==> src/rtl/fetch_pkg.sv <==
// fetch_pkg: definitions shared by the instruction fetch stage.
//   - FSM state encoding (BOOT/IDLE/REQ/DROP)
//   - default address and data widths
//   - PC misalignment mask and a helper that tests the low PC bits
package fetch_pkg;

    localparam int ADDR_W_DEF = 32;
    localparam int DATA_W_DEF = 32;

    localparam logic [1:0] ST_BOOT = 2'd0;
    localparam logic [1:0] ST_IDLE = 2'd1;
    localparam logic [1:0] ST_REQ  = 2'd2;
    localparam logic [1:0] ST_DROP = 2'd3;

    localparam logic [1:0] MISALIGN_MASK = 2'b11;

    function automatic logic pc_misaligned(input logic [1:0] pc_lsb);
        return (pc_lsb & MISALIGN_MASK) != 2'b00;
    endfunction

endpackage

==> src/rtl/fetch_timeout_ctr.sv <==
// fetch_timeout_ctr: cycle counter bounding how long a fetch waits for a bus ack.
//   i_clk      clock
//   i_rst_n    asynchronous active-low reset
//   i_clr      hold the count at zero (fetch not outstanding)
//   i_en       count this cycle (fetch outstanding)
//   o_expired  high in the LIMIT-th counted cycle
// Only instantiated when FETCH_TIMEOUT_EN is defined.
module fetch_timeout_ctr #(
    parameter int LIMIT = 255
) (
    input  logic i_clk,
    input  logic i_rst_n,
    input  logic i_clr,
    input  logic i_en,
    output logic o_expired
);

    localparam int CW = $clog2(LIMIT + 1);

    logic [CW-1:0] cnt_q;
    logic [CW-1:0] cnt_d;

    always_comb begin
        cnt_d = cnt_q;
        if (i_clr) begin
            cnt_d = '0;
        end else if (i_en) begin
            cnt_d = cnt_q + 1'b1;
        end
    end

    always_ff @(posedge i_clk or negedge i_rst_n) begin
        if (!i_rst_n) begin
            cnt_q <= '0;
        end else begin
            cnt_q <= cnt_d;
        end
    end

    // The count holds the number of cycles already spent waiting, so the
    // LIMIT-th waiting cycle is the one where it equals LIMIT-1.
    assign o_expired = i_en && (cnt_q == CW'(LIMIT - 1));

endmodule

==> src/rtl/fetch_unit.sv <==
// fetch_unit: instruction fetch stage feeding the control unit.
// Runs one bus read per start pulse (plus one automatic fetch after reset),
// latches the returned word into the instruction register and strobes
// o_fetch_dv for one cycle. Misaligned PCs fault without touching the bus.
//   i_clk, i_rst_n       clock, asynchronous active-low reset
//   i_start_fetch, i_pc  fetch request pulse and address
//   i_flush              discard the fetch in flight
//   o_bus_rd, o_bus_addr bus read request and address
//   i_bus_ack, i_bus_rdata bus completion and read data
//   o_instr              instruction register
//   o_fetch_dv           one-cycle completion strobe
//   o_fetch_fault        one-cycle fault strobe (with o_fetch_dv)
//   o_busy               FSM not in IDLE
// Optional feature: define FETCH_TIMEOUT_EN to abandon a read after
// FETCH_TIMEOUT cycles without ack.
module fetch_unit
    import fetch_pkg::*;
#(
    parameter int ADDR_W        = ADDR_W_DEF,
    parameter int DATA_W        = DATA_W_DEF,
    parameter int FETCH_TIMEOUT = 255
) (
    input  logic              i_clk,
    input  logic              i_rst_n,
    input  logic              i_start_fetch,
    input  logic [ADDR_W-1:0] i_pc,
    input  logic              i_flush,
    output logic              o_bus_rd,
    output logic [ADDR_W-1:0] o_bus_addr,
    input  logic              i_bus_ack,
    input  logic [DATA_W-1:0] i_bus_rdata,
    output logic [DATA_W-1:0] o_instr,
    output logic              o_fetch_dv,
    output logic              o_fetch_fault,
    output logic              o_busy
);

    logic [1:0]        state_q, state_d;
    logic              bus_rd_q, bus_rd_d;
    logic [ADDR_W-1:0] bus_addr_q, bus_addr_d;
    logic [DATA_W-1:0] instr_q, instr_d;
    logic              fetch_dv_q, fetch_dv_d;
    logic              fetch_fault_q, fetch_fault_d;
    logic              timeout_hit;
    logic              waiting;

    assign waiting = (state_q == ST_REQ) || (state_q == ST_DROP);

`ifdef FETCH_TIMEOUT_EN
    fetch_timeout_ctr #(
        .LIMIT(FETCH_TIMEOUT)
    ) u_timeout (
        .i_clk     (i_clk),
        .i_rst_n   (i_rst_n),
        .i_clr     (!waiting),
        .i_en      (waiting),
        .o_expired (timeout_hit)
    );
`else
    localparam int unused_timeout = FETCH_TIMEOUT;
    assign timeout_hit = 1'b0;
`endif

    always_comb begin
        state_d       = state_q;
        bus_rd_d      = bus_rd_q;
        bus_addr_d    = bus_addr_q;
        instr_d       = instr_q;
        fetch_dv_d    = 1'b0;
        fetch_fault_d = 1'b0;

        case (state_q)
            // The control unit leaves reset in FETCH, so fetch without a start pulse.
            ST_BOOT: begin
                if (pc_misaligned(i_pc[1:0])) begin
                    fetch_dv_d    = 1'b1;
                    fetch_fault_d = 1'b1;
                    state_d       = ST_IDLE;
                end else begin
                    bus_addr_d = i_pc;
                    bus_rd_d   = 1'b1;
                    state_d    = ST_REQ;
                end
            end

            ST_IDLE: begin
                if (i_start_fetch && !i_flush) begin
                    if (pc_misaligned(i_pc[1:0])) begin
                        // Suppressed while a strobe is already out so the
                        // strobe can never last two cycles.
                        if (!fetch_dv_q) begin
                            fetch_dv_d    = 1'b1;
                            fetch_fault_d = 1'b1;
                        end
                    end else begin
                        bus_addr_d = i_pc;
                        bus_rd_d   = 1'b1;
                        state_d    = ST_REQ;
                    end
                end
            end

            ST_REQ: begin
                if (i_bus_ack) begin
                    bus_rd_d = 1'b0;
                    state_d  = ST_IDLE;
                    if (!i_flush) begin
                        instr_d    = i_bus_rdata;
                        fetch_dv_d = 1'b1;
                    end
                end else if (timeout_hit) begin
                    // A flush on the expiry cycle turns the fault into a silent drop.
                    bus_rd_d = 1'b0;
                    state_d  = ST_IDLE;
                    if (!i_flush) begin
                        fetch_dv_d    = 1'b1;
                        fetch_fault_d = 1'b1;
                    end
                end else if (i_flush) begin
                    // The bus read cannot be aborted; keep requesting and discard the data.
                    state_d = ST_DROP;
                end
            end

            ST_DROP: begin
                if (i_bus_ack || timeout_hit) begin
                    bus_rd_d = 1'b0;
                    state_d  = ST_IDLE;
                end
            end

            default: begin
                bus_rd_d = 1'b0;
                state_d  = ST_BOOT;
            end
        endcase
    end

    always_ff @(posedge i_clk or negedge i_rst_n) begin
        if (!i_rst_n) begin
            state_q       <= ST_BOOT;
            bus_rd_q      <= 1'b0;
            bus_addr_q    <= '0;
            instr_q       <= '0;
            fetch_dv_q    <= 1'b0;
            fetch_fault_q <= 1'b0;
        end else begin
            state_q       <= state_d;
            bus_rd_q      <= bus_rd_d;
            bus_addr_q    <= bus_addr_d;
            instr_q       <= instr_d;
            fetch_dv_q    <= fetch_dv_d;
            fetch_fault_q <= fetch_fault_d;
        end
    end

    assign o_bus_rd      = bus_rd_q;
    assign o_bus_addr    = bus_addr_q;
    assign o_instr       = instr_q;
    assign o_fetch_dv    = fetch_dv_q;
    assign o_fetch_fault = fetch_fault_q;
    assign o_busy        = (state_q != ST_IDLE);

endmodule
==> config.mk <==
export PLATFORM = sky130hd
export DESIGN_NAME = fetch_unit
export DESIGN_NICKNAME = d
export VERILOG_FILES = /design/src/rtl/fetch_pkg.sv /design/src/rtl/fetch_timeout_ctr.sv /design/src/rtl/fetch_unit.sv
export SDC_FILE = /design/constraint.sdc
export NUM_CORES = 1
export LEC_CHECK = 0
export ABC_AREA = 1
export CORE_MARGIN = 2
export CORE_UTILIZATION = 39
export CTS_CLUSTER_DIAMETER = 150
export DETAILED_ROUTE_END_ITERATION = 10
export DONT_BUFFER_PORTS = 1
export GPL_TIMING_DRIVEN = 0
export RECOVER_POWER = 50
export SLEW_MARGIN = 20
export SYNTH_ARGS = -nofsm -noshare
export SYNTH_HDL_FRONTEND = slang
export SYNTH_SLANG_ARGS = --single-unit
==> constraint.sdc <==
create_clock -name i_clk -period 2.2 [get_ports i_clk]
set_clock_uncertainty 0.2 [all_clocks]
set_input_delay 0.55 -clock i_clk [delete_from_list [all_inputs] [get_ports i_clk]]
set_output_delay 0.55 -clock i_clk [all_outputs]
set_load 0.05 [all_outputs]
==> flow_metrics.py <==
metrics = {
    "run_status": {
        "run_status": "finished with violations",
        "violations": "hold timing",
    },
    "sta": {
        "drv_slew": 0,
        "max_freq_mhz": 505,
        "hold_viol_final": 69,
        "tightest_slew_ps": 502,
        "period_minus_slack_ps": 1980,
        "fin_tns_setup_ps": 0,
        "holdWs_ps": -296,
        "setup_viol": 0,
        "post-route-period-util_pct": 89.9,
        "relSlewSlack_pct": 66.5,
        "rsz0062_at_grt": "no",
    },
    "drt": {
        "wl_per_cell_um": 14.4,
        "firstDrtPassIters": 4,
        "ant_nets": 0,
        "vias": 1962,
        "drt_iter0_markers": 94,
        "drt_wl_total_um": 6000,
        "drcViolationCount": 0,
        "via_per_inst": 4.71,
    },
    "floorplanning": {
        "fp.dieW_um": 88.9,
        "start_util_pct": 40.9,
        "core_area_um2": 6870,
        "row_count": 30,
        "die_h_um": 88.9,
        "dieArea_um2": 7910,
        "pin_count": 137,
    },
    "global_route": {
        "grt_pass1_wl_um": 9020,
        "grt_overflow": 0,
        "grt_max_degree": 70,
        "antenna_found_initial": 0,
        "grt_pass1_vias": 1821,
        "gr-usage-all-layers_pct": 15.3,
    },
    "cells_and_area": {
        "syn_to_final_growth_pct": 8.63,
        "design_area_um2": 3060,
        "fill_cells": 717,
        "final_nets": 385,
        "drive_above_1_share_pct": 7.79,
        "diodes": 0,
        "final_util_pct": 44.5,
    },
    "yosys": {
        "synth_edf_count": 0,
        "syn_area_um2": 2810,
        "synth-seq-area-share_pct": 61.4,
        "synthesis.nets": 374,
        "synth_top_area_share_pct": 61.4,
        "synth_top_cell_by_area": "dfrtp_1",
        "yosysUniqueCellTypes": 19,
        "synth_ff_type": "dfrtp_1",
        "syn_area_per_cell_um2": 9.22,
        "synthCells": 305,
        "synthTopCellsByArea": "dfrtp_1 (61%), nand2_1 (14%), nand3_1 (5.7%)",
        "ys_warn_count": 0,
        "async_flop_share_pct": 100,
        "ys_ff_latch": 69,
    },
    "worst_setup_path": {
        "critPathSlowestCell": "dfrtp_1",
        "cp_max_fo": 5,
        "cp-start-kind": "flip-flop",
        "crit_buf_inv": 2,
        "end_kind": "output port",
        "r2r_cells": 6,
        "crit_family": "buffers and inverters",
        "worstSetupPathType": "reg -> out",
        "cp.depth": 3,
        "crit_required_ps": 1450,
        "cpPeakStageDelay_ps": 420,
        "r2r_slack_ps": 310,
        "arrival_ps": 1230,
        "crit_chain": "inv_2 > nor2_4 > inv_1",
    },
    "run": {
        "drv_cap": 0,
    },
    "place": {
        "hpwlAfterDp_um": 4190,
        "routabilityCongestion": 0.731,
        "placed_area_um2": 2930,
        "port-buffer-count": 0,
    },
    "power_and_ir_drop": {
        "totalPowerFinal_w": 0.00536,
        "power.density_nw_per_um2": 1750,
        "vdd_drop_max_mv": 0.562,
        "p_leak_nw": 1.66,
    },
    "cts": {
        "cts_resized": 0,
        "worstSkewPairLatency_ps": 330,
        "cts_setup_buffers": 0,
        "cts_tree": "built",
        "htreeDepth": 3,
        "clock_sink_count": 69,
        "numCtsBuffers": 9,
        "clk_pin_slew_ps": 70,
        "cts_max_path_buffers": 2,
        "clock-root-buffer": "clkbuf_8",
    },
    "worst_hold_path": {
        "hp-class": "in -> async",
    },
}
==> cell usage after synthesis, types with 2 or more instances <==
master	n
nand3_1	32
nor2_4	2
inv_1	37
nand2_1	103
o21ai_1	23
nor2_1	2
nand2_4	2
o21ai_0	11
a21boi_0	2
buf_2	6
buf_4	3
dfrtp_1	69
buf_6	7
==> per-stage QoR <==
step           setup WS, ps  std cells
6_report                221        417
5_1_grt                 118        417
4_1_cts                 160        417
3_5_place_dp            531        401
2_1_floorplan           588        305
3_3_place_gp            539        401
==> cells by family after synthesis <==
logic type / count (synthesis) / synth area share (%)
simple gates: 143 / 21.7
flops: 69 / 61.4
buf+inv: 55 / 9.88
compound gates: 38 / 7.03
==> layout make-up <==
type                            count  area [µm²]  share of cell area [%]
Sequential cell                    69        1730                    56.5
Multi-Input combinational cell    181         793                    26.0
Inverter                           38         143                    4.67
Clock buffer                       11         141                    4.63
Tap cell                           96         120                    3.93
Buffer                             17        81.3                    2.66
Clock inverter                      5        50.0                    1.64
==> cell usage in the layout, fill, tap and decap left out <==
cell / netlist / layout
inv_2: 1 / 1
buf_6: 7 / 1
nor3_1: 1 / 1
a21boi_0: 2 / 2
nor2_4: 2 / 2
a21oi_1: 1 / 1
buf_2: 6 / 5
inv_1: 37 / 37
nand2_1: 103 / 105
nor2_1: 2 / 2
dfrtp_1: 69 / 69
buf_4: 3 / 1
o21ai_0: 11 / 25
clkbuf_1: 1 / 11
clkbuf_8: 0 / 10
nand4_1: 1 / 1
clkinv_2: 0 / 4
nand3_1: 32 / 32
o21ai_1: 23 / 9
o21bai_1: 1 / 1
bufinv_16: 0 / 1
==> state kept, by name, indices dropped and copies added, names as in the netlist <==
name,count
o_bus_addr,32
o_fetch_fault,1
state_q,2
o_instr,32
o_bus_rd,1
o_fetch_dv,1
==> report_power, final <==
part	switching (W)	internal (W)	total [W]
Combinational	0.000452	0.000262	0.000714
Sequential	0.00194	0.00170	0.00364
Clock	0.000455	0.000547	0.00100
==> path summary, 6_finish.rpt <==
| kind | startpoint | to |
|---|---|---|
| worst max-delay path | state_q[0] | o_busy |
| worst min-delay path | i_rst_n | o_instr[6] |
| worst max register to register | state_q[1] | o_instr[23] |
| worst min register to register | state_q[0] | state_q[1] |
| max in group asynchronous | i_rst_n | o_bus_addr[6] |
| min in group i_clk | i_bus_rdata[10] | o_instr[10] |
==> routing by layer <==
layer / global-route usage [%] / vias to the layer above / share of wire, %
met3: 5.08 / 9 / 8.0
met2: 23.6 / 77 / 48
met1: 18.6 / 905 / 42
met5: 0 / - / 0
li1: - / 971 / -
met4: 9.50 / 0 / 2.1
No activity file was read; power rests on OpenSTA's default activity.
